### config.mk
export PLATFORM = sky130hd
export DESIGN_NAME = host_uart_rsp_framer
export DESIGN_NICKNAME = d
export VERILOG_FILES = /design/src/rtl/host_uart_pkg.sv /design/src/rtl/host_uart_rsp_rules.sv /design/src/rtl/host_uart_rsp_framer.sv
export SDC_FILE = /design/constraint.sdc
export NUM_CORES = 1
export LEC_CHECK = 0
export BUFFER_PORTS_ARGS = -buffer_cell sky130_fd_sc_hd__buf_4
export CAP_MARGIN = 20
export CORE_ASPECT_RATIO = 0.6
export CORE_MARGIN = 1
export CORE_UTILIZATION = 45
export DETAILED_ROUTE_END_ITERATION = 12
export PLACE_DENSITY = 0.68
export SLEW_MARGIN = 15
export SYNTH_ARGS = -nofsm -noshare
export SYNTH_HDL_FRONTEND = slang
export SYNTH_SLANG_ARGS = --single-unit
### constraint.sdc
create_clock -name clk -period 13.4 [get_ports clk]
set_input_delay 1.34 -clock clk [delete_from_list [all_inputs] [get_ports clk]]
set_output_delay 1.34 -clock clk [all_outputs]
set_load 0.03 [all_outputs]
### src/rtl/host_uart_pkg.sv
// Shared constants and types for the host-UART response framer.
package host_uart_pkg;

  localparam logic [15:0] ENCRYPT_ENABLE_RSP  = 16'h0001;
  localparam logic [15:0] READ_YAW_RSP        = 16'h0002;
  localparam logic [15:0] INVALID_COMMAND_RSP = 16'h0004;
  localparam logic [15:0] GENERIC_RSP         = 16'h0008;

  localparam logic [7:0] SOF_BYTE       = 8'hA5;
  localparam logic [7:0] STATUS_SUCCESS = 8'h01;
  localparam logic [7:0] STATUS_FAIL    = 8'h00;

  localparam logic [2:0] HDR_LAST_IDX   = 3'd4;

  typedef enum logic [2:0] {
    ST_IDLE,
    ST_HDR,
    ST_PAYLOAD,
    ST_CKSUM,
    ST_FIN
  } framer_state_e;

endpackage

### src/rtl/host_uart_rsp_rules.sv
// Resolves per-response frame length, status byte and legality.
module host_uart_rsp_rules
  import host_uart_pkg::*;
#(
  parameter int unsigned MAX_PAYLOAD_BYTES = 32,
  parameter int unsigned LEN_W             = $clog2(MAX_PAYLOAD_BYTES + 1)
) (
  input  logic [15:0]      cmd_select,
  input  logic             suc_or_fail_status,
  input  logic [LEN_W-1:0] payload_len,
  output logic [LEN_W-1:0] len,
  output logic [7:0]       status_byte,
  output logic             legal
);

  always_comb begin
    len         = '0;
    status_byte = suc_or_fail_status ? STATUS_SUCCESS : STATUS_FAIL;
    legal       = 1'b0;
    case (cmd_select)
      ENCRYPT_ENABLE_RSP: legal = 1'b1;
      READ_YAW_RSP: begin
        legal = 1'b1;
        if (suc_or_fail_status) len = LEN_W'(4);
      end
      INVALID_COMMAND_RSP: begin
        legal       = 1'b1;
        status_byte = STATUS_FAIL;
      end
      GENERIC_RSP: begin
        legal = (32'(payload_len) <= MAX_PAYLOAD_BYTES);
        len   = payload_len;
      end
      default: legal = 1'b0;
    endcase
  end

endmodule

### src/rtl/host_uart_rsp_framer.sv
// Host-UART response framer: SOF, ID, status, LEN, payload, XOR checksum on a valid/ready byte stream.
module host_uart_rsp_framer
  import host_uart_pkg::*;
#(
  parameter int unsigned MAX_PAYLOAD_BYTES = 32,
  parameter int unsigned LEN_W             = $clog2(MAX_PAYLOAD_BYTES + 1)
) (
  input  logic                           clk,
  input  logic                           reset,
  input  logic                           start,
  input  logic [15:0]                    cmd_select,
  input  logic                           suc_or_fail_status,
  input  logic [8*MAX_PAYLOAD_BYTES-1:0] payload,
  input  logic [LEN_W-1:0]               payload_len,
  output logic [7:0]                     tx_data,
  output logic                           tx_valid,
  input  logic                           tx_ready,
  output logic                           busy,
  output logic                           done,
  output logic                           error
);

  localparam int unsigned PIDX_W = (MAX_PAYLOAD_BYTES > 1) ? $clog2(MAX_PAYLOAD_BYTES) : 1;

  framer_state_e     state_r;
  logic [2:0]        hdr_idx_r;
  logic [PIDX_W-1:0] pay_idx_r;
  logic [15:0]       id_r;
  logic [7:0]        status_r;
  logic [LEN_W-1:0]  len_r;
  logic [7:0]        pay_r [MAX_PAYLOAD_BYTES];
  logic [7:0]        cksum_r;
  logic              rej_r;

  logic [LEN_W-1:0]  rule_len;
  logic [7:0]        rule_status;
  logic              rule_legal;
  logic              hs;
  logic              pay_last;

  host_uart_rsp_rules #(
    .MAX_PAYLOAD_BYTES (MAX_PAYLOAD_BYTES),
    .LEN_W             (LEN_W)
  ) u_rules (
    .cmd_select         (cmd_select),
    .suc_or_fail_status (suc_or_fail_status),
    .payload_len        (payload_len),
    .len                (rule_len),
    .status_byte        (rule_status),
    .legal              (rule_legal)
  );

  assign hs       = tx_valid && tx_ready;
  assign pay_last = (LEN_W'(pay_idx_r) + LEN_W'(1)) == len_r;

  // FIN behaves like IDLE for a new start so frames can run back to back.
  always_ff @(posedge clk) begin
    if (reset) begin
      state_r   <= ST_IDLE;
      hdr_idx_r <= '0;
      pay_idx_r <= '0;
      id_r      <= '0;
      status_r  <= '0;
      len_r     <= '0;
      cksum_r   <= '0;
      rej_r     <= 1'b0;
      for (int unsigned i = 0; i < MAX_PAYLOAD_BYTES; i++) pay_r[i] <= '0;
    end else begin
      rej_r <= 1'b0;
      case (state_r)
        ST_IDLE, ST_FIN: begin
          state_r <= ST_IDLE;
          if (start) begin
            if (rule_legal) begin
              state_r   <= ST_HDR;
              id_r      <= cmd_select;
              status_r  <= rule_status;
              len_r     <= rule_len;
              hdr_idx_r <= '0;
              pay_idx_r <= '0;
              cksum_r   <= '0;
              for (int unsigned i = 0; i < MAX_PAYLOAD_BYTES; i++) pay_r[i] <= payload[8*i +: 8];
            end else begin
              rej_r <= 1'b1;
            end
          end
        end
        ST_HDR: begin
          if (hs) begin
            if (hdr_idx_r != '0) cksum_r <= cksum_r ^ tx_data;
            if (hdr_idx_r == HDR_LAST_IDX) begin
              state_r <= (len_r != '0) ? ST_PAYLOAD : ST_CKSUM;
            end else begin
              hdr_idx_r <= hdr_idx_r + 3'd1;
            end
          end
        end
        ST_PAYLOAD: begin
          if (hs) begin
            cksum_r <= cksum_r ^ tx_data;
            if (pay_last) state_r <= ST_CKSUM;
            else          pay_idx_r <= pay_idx_r + PIDX_W'(1);
          end
        end
        ST_CKSUM: begin
          if (hs) state_r <= ST_FIN;
        end
        default: state_r <= ST_IDLE;
      endcase
    end
  end

  // Output byte is a pure function of registered state, so it holds steady through stalls.
  always_comb begin
    tx_data  = '0;
    tx_valid = 1'b0;
    case (state_r)
      ST_HDR: begin
        tx_valid = 1'b1;
        case (hdr_idx_r)
          3'd0:    tx_data = SOF_BYTE;
          3'd1:    tx_data = id_r[15:8];
          3'd2:    tx_data = id_r[7:0];
          3'd3:    tx_data = status_r;
          3'd4:    tx_data = 8'(len_r);
          default: tx_data = '0;
        endcase
      end
      ST_PAYLOAD: begin
        tx_valid = 1'b1;
        tx_data  = pay_r[pay_idx_r];
      end
      ST_CKSUM: begin
        tx_valid = 1'b1;
        tx_data  = cksum_r;
      end
      default: begin
        tx_data  = '0;
        tx_valid = 1'b0;
      end
    endcase
  end

  assign busy  = (state_r == ST_HDR) || (state_r == ST_PAYLOAD) || (state_r == ST_CKSUM);
  assign done  = (state_r == ST_FIN) || rej_r;
  assign error = rej_r;

endmodule

== After elaboration in Yosys (flattened, before gate mapping) ==
Memories as Yosys holds them, arrays and structs flattened. A register that Yosys moved wholly into a read port is not among the register bits.
Cells that the tools add are included.

* Add/subtract/negate cells: 3
* Multipliers: 0
* Divide/modulo/power cells: 0
* Order comparisons: 1
* Equal/unequal tests: 23
* Shifts and indexed selects: 0
* Mux-type cells: 75
* Bitwise operators: 35
* Reduce and logical (&&, ||, !) cells: 20

{| class="wikitable"
|+ Operators with widths
! kind !! count
|-
| two-way mux 8 bit || 38
|-
| one-hot mux 8 bit (3 select lines) || 2
|-
| one-hot mux 8 bit (5 select lines) || 1
|-
| OR 1 bit || 32
|-
| two-way mux 3 bit || 10
|-
| two-way mux 5 bit || 6
|-
| != test 2 bit, second input constant || 10
|-
| equality test 16 x 1 -> 1 bit, second input constant || 1
|-
| equality test 16 x 2 -> 1 bit, second input constant || 1
|-
| equality test 16 x 3 -> 1 bit, second input constant || 1
|-
| equality test 16 x 4 -> 1 bit, second input constant || 1
|-
| AND reduction 5 bit || 3
|-
| two-way mux 1 bit || 13
|-
| equality test 3 x 2 -> 1 bit, second input constant || 4
|-
| one-hot mux 3 bit (4 select lines) || 1
|-
| one-hot mux 6 bit (2 select lines) || 1
|-
| one-hot mux 5 bit (2 select lines) || 1
|-
| OR reduction 3 bit || 3
|-
| bitwise XOR 8 bit || 1
|-
| adder 5 x 1 -> 6 bit, second input constant || 1
|-
| equality test 3 x 1 -> 1 bit, second input constant || 2
|-
| equality test 3 bit, second input constant || 2
|-
| equality test 6 bit || 1
|-
| less-or-equal comparator 6 bit, second input constant || 1
|-
| other kinds (14) || 20
|}

* Flip-flop bits (word level): 50
* Bits in latches: 0
* Bits in writable memories: 256
* Memory bits (read-only): 0
* Input bits: 283
* Output and inout bits: 12
* Memories: 1

{| class="wikitable"
|+ Memory list
! name !! words !! bits a word !! rd ports !! clocked after Yosys merged registers in !! wr ports !! line !! RTL
|-
| pay_r || 32 || 8 || 1 || 1 || 32 || host_uart_rsp_framer.sv:31 || <nowiki>logic [7:0] pay_r [MAX_PAYLOAD_BYTES];</nowiki>
|}

== Logic depth before layout (Yosys ltp) ==
Gate-level depths: netlist (run 1).

* Depth after elaboration: 9
* Mapped depth: 10
* Gate-level depth less buffers: 8

== By module ==
From an unflattened synthesis (run 1), not the netlist that was laid out.

* Cell total of the unflattened synthesis: 1168
* Area total of the unflattened synthesis: 14871.8 µm²

{| class="wikitable"
|+ By module, submodules not included
! module !! times used !! cells an instance !! area each (µm²) !! seq. area each (µm²)
|-
| host_uart_rsp_framer || 1 || 1135 || 14662.8 || 8788.4
|-
| host_uart_rsp_rules || 1 || 33 || 209.0 || 0.0
|}

== Worst setup path after synthesis (run 1) ==
No wires, ideal clock.

* Path type: input-to-reg
* Start: input cmd_select[15]
* End: memory pay_r[0][0], enable pin
* Arrival time: 7.477 ns
* Required time: 12.794 ns
* Setup slack: 5.316 ns
* Stages on the path: 6
* Path buffers: 1
* Cells stage by stage: nor4_1 > nand4_1 > o22ai_2 > a31oi_2 > clkbuf_1 > inv_1

{| class="wikitable"
|+ RTL lines
! item !! line !! RTL
|-
| start, declared || host_uart_rsp_framer.sv:11 || <nowiki>input logic [15:0] cmd_select,</nowiki>
|-
| end, declared || host_uart_rsp_framer.sv:31 ||
|}

==> results of run 1 <==
==> metal layers <==
metal,part of all wire,GRT usage,up-vias
met3,0.084,0.04955,40
met2,0.43,0.3183,367
met1,0.47,0.3479,4515
met5,0,0,-
met4,0.017,0.04357,0
li1,-,-,4259
==> how the worst min path moves through the flow <==
stage / startpoint / to / slack, ns / cells after the start
2_1_floorplan: id_r[5] / id_r[5] / 0.43 / 1
3_3_place_gp: id_r[7] / id_r[7] / 0.44 / 1
3_5_place_dp: id_r[9] / id_r[9] / 0.45 / 1
4_1_cts: id_r[15] / id_r[15] / 0.46 / 1
5_1_grt: id_r[15] / id_r[15] / 0.47 / 1
6_report: id_r[15] / id_r[15] / 0.47 / 1
==> where the power goes <==
group          internal (mW)  switching, mW
logic                 0.0755         0.0549
clock network          0.442          0.341
registers               1.06        0.00983
==> stage by stage <==
step                cell area [um2]  power, mW  cells  utilization
floorplan                     14070      1.144    993            -
global placement              16510      1.224   1636       0.5442
detailed placement            16510      1.226   1636       0.5442
CTS                           17420      2.005   1690       0.5740
global route                  17420      2.047   1690       0.5741
finish                        17420      1.988   1690       0.5741
==> placed cells by master (no fill, tap or decap), types with 13 or more instances in the layout <==
cell / count
nand2_1: 30
mux4_2: 53
a21oi_1: 20
buf_4: 300
nor2_1: 23
nand3_1: 17
edfxtp_1: 256
dfxtp_1: 45
and2_1: 159
a22oi_1: 13
nor2b_1: 122
clkbuf_16: 29
mux2i_1: 27
==> cell usage after synthesis (11+ instances only) <==
master | number | share of area
a22oi_1 | 13 | 0.0069
and2_1 | 159 | 0.071
nand3_1 | 17 | 0.0060
mux4_2 | 53 | 0.085
edfxtp_1 | 256 | 0.55
a21oi_1 | 20 | 0.0071
clkbuf_1 | 37 | 0.0099
nor3_1 | 11 | 0.0039
nor2b_1 | 122 | 0.054
dfxtp_1 | 48 | 0.068
mux2i_1 | 27 | 0.019
nand2_1 | 30 | 0.0080
nor2_1 | 23 | 0.0061
==> critical path, cell delays in order, from the launching register on <==
cell and delay [ns]:
dfxtp_4 0.55, buf_4 0.76, mux4_1 0.69, mux2_2 0.33
a221oi_2 0.32, o221ai_2 0.21, buf_4 0.22
==> state kept, by name, summed over array words and instances (netlist names), 3 cells and up, named ones only <==
register   count
pay_idx_r      5
cksum_r        8
id_r          16
state_r        3
len_r          6
pay_r        256
hdr_idx_r      3
==> kinds of logic after synthesis <==
logic type	synth area share
buffers and inverters	0.02668
xor gates and xnor gates	0.005603
and+or+nand+nor	0.1675
muxes	0.1187
AOI/OAI and AO/OA	0.06154
DFF	0.6147
adders and majority gates	0.005336
==> cell type report <==
class | instances | area (um2)
Fill cell | 2455 | 12920
Sequential cell | 304 | 8657
Multi-Input combinational cell | 614 | 5046
Timing Repair Buffer | 301 | 2263
Clock buffer | 40 | 814.5
Tap cell | 408 | 510.5
Clock inverter | 14 | 90.09
Inverter | 9 | 41.29
==> flow_summary.toml, run 1 <==
[drt]
routedWlPerCell_um = 21.17
ant_nets = 0
vias = 9181
firstDrtPassIters = 5
remaining_drc_errors = 0
vias_per_cell = 5.433
wl_um = 35770
dr.first_iter.drc_count = 943

[setup_path]
arrival_ns = 3.68
r2r_end = "pay_r[7][2]"
r2r-start = "state_r[1]"
crit_path_end = "tx_data[0]"
worstSetupPathType = "register to output pin"
critPathRequiredTime_ns = 12.06
rrSetupSlack_ns = 9.55
crit_path_start_kind = "register"
cp-end-kind = "output pin"
r2r_cells = 6
crit_fanout = 47

[logic_synthesis]
yosys_warnings = 0
syn_inst = 993
synth_cell_type_count = 66
ys_ff_latch = 304
yosysSeqAreaShare = 0.6147
syn_nets = 1282
syn_avg_cell_area_um2 = 14.17
synth_edf_count = 256
syn_area_mm2 = 0.01407
async_reset_ff_frac = 0
dominantRegCellSynth = "edfxtp_1"

[timing]
fin_skew_ns = 0.01978
rsz0062_at_grt = "no"
period_needed_ns = 5.024
maxClockFrequency_mhz = 199.1
hold_viol = 0
setup_ws_ns = 8.376
worst_hold_slack_ns = 0.4666
min_period_over_period = 0.3749
worst_slew_pin_slew_ns = 0.9957
fin_tns_setup_ns = 0
max_slew_margin = 0.3362
finalSetupViolCount = 0
slew_violations = 0

[global_route]
antenna_found_initial = 1
grt_pass1_wl_um = 53490
grt_overflow_total = 0
grt_util_all_layers = 0.2231
grt_max_degree = 145
grt_pass1_vias = 8962

[place]
port_buffers = 294
hpwl_um = 25410
routabilityCongestion = 0.8675
place_ws_ns = 7.967

[die]
start_util = 0.4636
die_y_um = 139.0
coreArea_mm2 = 0.03035
pin_count = 295
die_area_mm2 = 0.03200
rows = 49
die_w_um = 230.3

[cts]
clk_latency_ns = 0.56
numCtsBuffers = 29
cts_tree = "done"
root_buffer = "clkbuf_16"
cts_hold_buf = 0
cts.clk_slew.worst_paths_ns = 0.06
post_cts_resized = 0
clock_sinks = 304
cts_htree_levels = 1
cts_buffer_depth = 3
cts_setup_buffers = 0

[layout]
nets = 1548
num_antenna_cells = 0
drive_above_1_share = 0.3245
area_growth_syn_to_layout_pct = 23.83

[pwr]
p_per_area_mw_per_mm2 = 114.1
worst_ir_drop_vdd_mv = 0.08970
leakage_nw = 6.563

[outcome]
status = "complete, no violations"

[flow_run]
max_cap_viol_count = 0

[hold_path]
hp-class = "register to register"
Power figures use the tool's default switching activity.
==> run 2: changes to the inputs <==
clock period = 5.1 ns   (was 13.4 ns; I/O delays follow)
==> run 2 against run 1 <==
Effect of this change: combinational power grew to 2.7 times the previous value; worst hold slack lost 0.24 ns; count of clock-buffer cells in the layout grew 2; power grew to 2.8 times the previous value; final area grew 1.5%; worst setup slack lost 7.2 ns; via count shrank 0.85%; largest cell class unchanged.
==> flow_summary.toml, run 2 (same netlist as run 1, synthesis figures left out) <==
[cts]
cts_buffer_depth = 3
cts_setup_buffers = 0
cts_htree_levels = 1
clock_sinks = 304
post_cts_resized = 0
cts_tree = "done"
clk_latency_ns = 0.56
cts.clk_slew.worst_paths_ns = 0.06
root_buffer = "clkbuf_16"
numCtsBuffers = 29
cts_hold_buf = 0

[timing]
worst_hold_slack_ns = 0.2216
slew_violations = 0
period_needed_ns = 3.969
hold_viol = 0
rsz0062_at_grt = "no"
maxClockFrequency_mhz = 252.0
worst_slew_pin_slew_ns = 1.063
finalSetupViolCount = 0
fin_skew_ns = 0.01642
min_period_over_period = 0.7782
setup_ws_ns = 1.131
max_slew_margin = 0.2908

[layout]
stdcell_count = 1698
nets = 1556
top_register = "pay_r"
multi_input_area_mm2 = 0.005065
fillers = 2482
stdcell_area_mm2 = 0.01768
mostFrequentLayoutCells = "303 x buf_4, 256 x edfxtp_1, 159 x and2_1"
drive_above_1_share = 0.3318
area_growth_syn_to_layout_pct = 25.69
num_antenna_cells = 0
reg.largest.list = "pay_r: 256 flops, id_r: 16 flops, cksum_r: 8 flops"
regArea_mm2 = 0.008657
final_common_cell = "buf_4"
largest_reg_flops = 256

[setup_path]
r2r_cells = 7
arrival_ns = 3.46
critPathRequiredTime_ns = 4.59
crit_path_start_kind = "register"
worstSetupPathType = "register to output pin"
crit_fanout = 42
r2r_end = "cksum_r[0]"
rrSetupSlack_ns = 2.04
cp-end-kind = "output pin"

[drt]
remaining_drc_errors = 0
dr.first_iter.drc_count = 964
routedWlPerCell_um = 21.14
ant_nets = 0
vias_per_cell = 5.361
firstDrtPassIters = 5
vias = 9103
wl_um = 35890

[die]
die_area_mm2 = 0.03200
die_y_um = 139.0
die_w_um = 230.3
coreArea_mm2 = 0.03035
start_util = 0.4636
pin_count = 295
rows = 49

[global_route]
antenna_found_initial = 0
grt_util_all_layers = 0.2246
grt_overflow_total = 0
grt_pass1_wl_um = 53960
grt_max_degree = 101
grt_pass1_vias = 9116

[place]
place_ws_ns = 1.598
dp_cells = 1644
routabilityCongestion = 0.8699
placed_area_mm2 = 0.01666
hpwl_um = 25820
port_buffers = 294

[hold_path]
min_path_cells = 2
min_from = "payload[72]"
min_to = "pay_r[9][0]"
hp-class = "primary input to register"

[flow_run]
max_cap_viol_count = 0

[pwr]
p_per_area_mw_per_mm2 = 309.6
leakage_nw = 6.669
totalPowerFinal_mw = 5.476
worst_ir_drop_vdd_mv = 0.2589

[outcome]
status = "complete, no violations"
-- run 2: cell count changes in the layout (fill, tap and decap cells not counted), moves of 2 or more --
cell        delta
buf_12         +6
buf_4          +3
bufinv_16      +4
clkbuf_1       +5
clkbuf_2       -3
clkinv_1       -7
clkinvlp_4     +2
-- run 2: critical path, cell delays in order (launching register included) --
cell	delay, ns
dfxtp_4	0.77
buf_4	0.43
mux4_2	0.36
mux2i_1	0.40
a21oi_1	0.13
a31oi_1	0.43
nand2_1	0.14
buf_4	0.20
-- run 2: final cells by class --
cell class / instances / area share
Tap cell: 408 / 0.02887
Clock buffer: 42 / 0.04663
Sequential cell: 304 / 0.4895
Clock inverter: 12 / 0.01104
Timing Repair Buffer: 309 / 0.1354
Inverter: 9 / 0.002123
Multi-Input combinational cell: 614 / 0.2864
-- run 2: worst max path at each step --
stage | end | slack [ns] | cells after the start
floorplan | pay_r[0][0] | -0.64 | 7
global placement | pay_r[28][0] | 1.72 | 7
detailed placement | pay_r[30][0] | 1.60 | 7
CTS | tx_data[7] | 1.09 | 7
global route | tx_data[7] | 0.99 | 7
finish | tx_data[7] | 1.13 | 7
-- run 2: where the power goes --
| part | switching (mW) | internal (mW) |
|---|---|---|
| Sequential | 0.0260 | 2.79 |
| Clock | 0.927 | 1.38 |
| Combinational | 0.148 | 0.204 |
-- run 2: through the flow --
step | util | TNS, ns
6_report | 0.5827 | 0
5_1_grt | 0.5827 | 0
4_1_cts | 0.5827 | 0
3_5_place_dp | 0.5491 | 0
3_3_place_gp | 0.5491 | 0
2_1_floorplan | - | -163.11
-- run 2: layer usage --
metal | vias to the layer above | track usage | share of wire
li1 | 4278 | - | -
met1 | 4460 | 0.3420 | 0.47
met2 | 318 | 0.3288 | 0.44
met3 | 47 | 0.04975 | 0.068
met4 | 0 | 0.04705 | 0.019
met5 | - | 0 | 0
==> run 3: changes to the inputs <==
ABC_AREA = 1   (was unset)
PLACE_DENSITY = 0.67   (was 0.68)
clock period = 4 ns   (was 5.1 ns; I/O delays follow)
==> run 3 against run 2 <==
Effect of this change: sequential share of layout area is 2.1 points lower; worst hold slack worse by 0.17 ns; critical path depth is 4 higher; routed wire length is 17% higher; non-clock buffer count is 2 higher; sequential power is 37% higher; core utilization is 1.7 points lower; worst setup slack worse by 0.55 ns; register-to-register slack worse by 0.71 ns; clock power is 23% higher; cell count is 49% higher; critical path type unchanged; largest cell class unchanged; largest power group unchanged.
==> flow_summary.toml, run 3 <==
[outcome]
status = "complete, no violations"

[cts]
cts_tree = "done"
cts_hold_buf = 0
cts_buffer_depth = 3
cts.clk_slew.worst_paths_ns = 0.06
cts_setup_buffers = 0
numCtsBuffers = 29
cts_htree_levels = 1
post_cts_resized = 0
root_buffer = "clkbuf_16"
clock_sinks = 304
clk_latency_ns = 0.56

[timing]
min_period_over_period = 0.8553
slew_violations = 0
max_slew_margin = 0.3509
hold_viol = 0
fin_tns_setup_ns = 0
maxClockFrequency_mhz = 292.3
rsz0062_at_grt = "no"
fin_skew_ns = 0.004863
worst_slew_pin_slew_ns = 0.9737
setup_ws_ns = 0.5788
worst_hold_slack_ns = 0.05451
finalSetupViolCount = 0
period_needed_ns = 3.421

[logic_synthesis]
syn_area_mm2 = 0.01505
async_reset_ff_frac = 0
synth_cell_type_count = 37
syn_inst = 1803
dominantRegCellSynth = "edfxtp_1"
ys_ff_latch = 304
syn_nets = 2092
yosysTopAreaCell = "edfxtp_1"
ys_top_cells_by_area = "edfxtp_1 51%, nand2_1 11%, nor2_1 8.2%, inv_1 7.6%, nand3_1 7.4%"
synth_edf_count = 256
yosysSeqAreaShare = 0.5747
netlist_top_cells_count = "459 x nand2_1, 328 x nor2_1, 304 x inv_1, 256 x edfxtp_1, 222 x nand3_1"
yosysMostFrequentCell = "nand2_1"
syn_avg_cell_area_um2 = 8.347
synth_top_area_frac = 0.5108
yosys_warnings = 0

[die]
rows = 51
coreArea_mm2 = 0.03267
die_y_um = 143.7
pin_count = 295
die_w_um = 238.1
die_area_mm2 = 0.03420
start_util = 0.4606

[place]
hpwl_um = 29990
placed_area_mm2 = 0.01754
port_buffers = 294
place_ws_ns = 1.069
routabilityCongestion = 0.9215

[setup_path]
r2r_cells = 14
path_cells = "inv_4 -> buf_12 -> nand2_1 -> nand3_1 -> nand3_1 -> nand2_1 -> nand2_1 -> nand3_1 -> nand3_1 -> nand2_1 -> buf_4"
cp-end-kind = "output pin"
rrSetupSlack_ns = 1.33
worstSetupPathType = "register to output pin"
crit_fanout = 74
r2r_end = "cksum_r[5]"
critPathRequiredTime_ns = 3.60
arrival_ns = 3.02
critPathMaxStageDelay_ns = 0.60
worst_path_max_delay_cell = "inv_4"
crit_path_start_kind = "register"

[hold_path]
min_from = "suc_or_fail_status"
min_to = "status_r[0]"
min_path_cells = 3
hp-class = "primary input to register"

[drt]
dr.first_iter.drc_count = 1147
vias_per_cell = 4.904
wl_um = 42030
vias = 12393
routedWlPerCell_um = 16.63
remaining_drc_errors = 0
firstDrtPassIters = 5
ant_nets = 0

[pwr]
p_per_area_mw_per_mm2 = 555.7
leakage_nw = 8.782
worst_ir_drop_vdd_mv = 0.4349
totalPowerFinal_mw = 10.28

[layout]
top_register = "pay_r"
nets = 2346
num_antenna_cells = 0
fillers = 3004
multi_input_area_mm2 = 0.004725
largest_reg_flops = 256
mostFrequentLayoutCells = "458 x nand2_1, 328 x nor2_1, 305 x buf_4"
stdcell_area_mm2 = 0.01849
drive_above_1_share = 0.1834
regArea_mm2 = 0.008657
final_common_cell = "nand2_1"
reg.largest.list = "pay_r: 256 flops, id_r: 16 flops, cksum_r: 8 flops"
area_growth_syn_to_layout_pct = 22.87

[global_route]
grt_overflow_total = 0
grt_max_degree = 129
antenna_found_initial = 0
grt_pass1_wl_um = 64510
grt_util_all_layers = 0.2453
grt_pass1_vias = 11712

[flow_run]
max_cap_viol_count = 0
[run 3: cell types whose count changed in the layout (fill, tap and decap cells not counted), moves of 8 or more]
cell,delta
inv_2,+9
nand2_1,+428
nand3_1,+205
and2_1,-159
mux4_2,-53
nor3_1,-8
nor2_1,+305
nor2b_1,-122
a22oi_1,-8
inv_1,+295
mux2i_1,-27
[run 3: routing by layer]
layer,vias to the layer above,wire (um),track usage
li1,6133,-,-
met1,5761,20100,0.3702
met2,457,18110,0.3713
met3,42,3244,0.04668
met4,0,578,0.03914
met5,-,0,0
[run 3: power breakdown]
group / switching, mW / internal, mW / total, mW
Clock: 1.18 / 1.64 / 2.82
Combinational: 2.47 / 1.14 / 3.61
Sequential: 0.187 / 3.66 / 3.85
[run 3: worst max path at each step]
stage                   end  slack (ns)  cells after the start
2_1_floorplan   pay_r[0][0]        0.44                     10
6_report         tx_data[5]        0.58                     11
3_3_place_gp    pay_r[2][6]        1.14                     11
3_5_place_dp   pay_r[15][6]        1.07                     11
4_1_cts          tx_data[1]        0.56                     11
5_1_grt          tx_data[3]        0.45                     11
[run 3: kinds of logic (layout without fill, tap and decap cells)]
family / count (synthesis) / count (layout) / synth area share
AO/OA/AOI/OAI: 49 / 49 / 0.01971
XOR/XNOR: 4 / 4 / 0.002328
adder cells (fa/ha/maj): 6 / 6 / 0.004988
buffers and inverters: 402 / 676 / 0.1128
flip-flops: 304 / 304 / 0.5747
AND/OR/NAND/NOR: 1038 / 1038 / 0.2855
[run 3: stage by stage]
stage,utilization,cells
after floorplan,-,1803
after global placement,0.5367,2476
after detailed placement,0.5367,2476
after CTS,0.5660,2527
after global routing,0.5660,2527
final,0.5660,2527
[run 3: cell type report]
cell class | count | area share
clock buffers | 44 | 0.04567
inverters | 314 | 0.06387
flip-flops and latches | 304 | 0.4682
clock inverters | 7 | 0.006022
multi-input cells | 1097 | 0.2555
repair buffers | 311 | 0.1303
well taps | 450 | 0.03045
[run 3: critical path: cells and delay by family, from the launching register on]
kind	cells	cell delay, ns
AND/OR/NAND/NOR	8	0.98
flip-flops	1	0.36
buffers and inverters	3	1.10
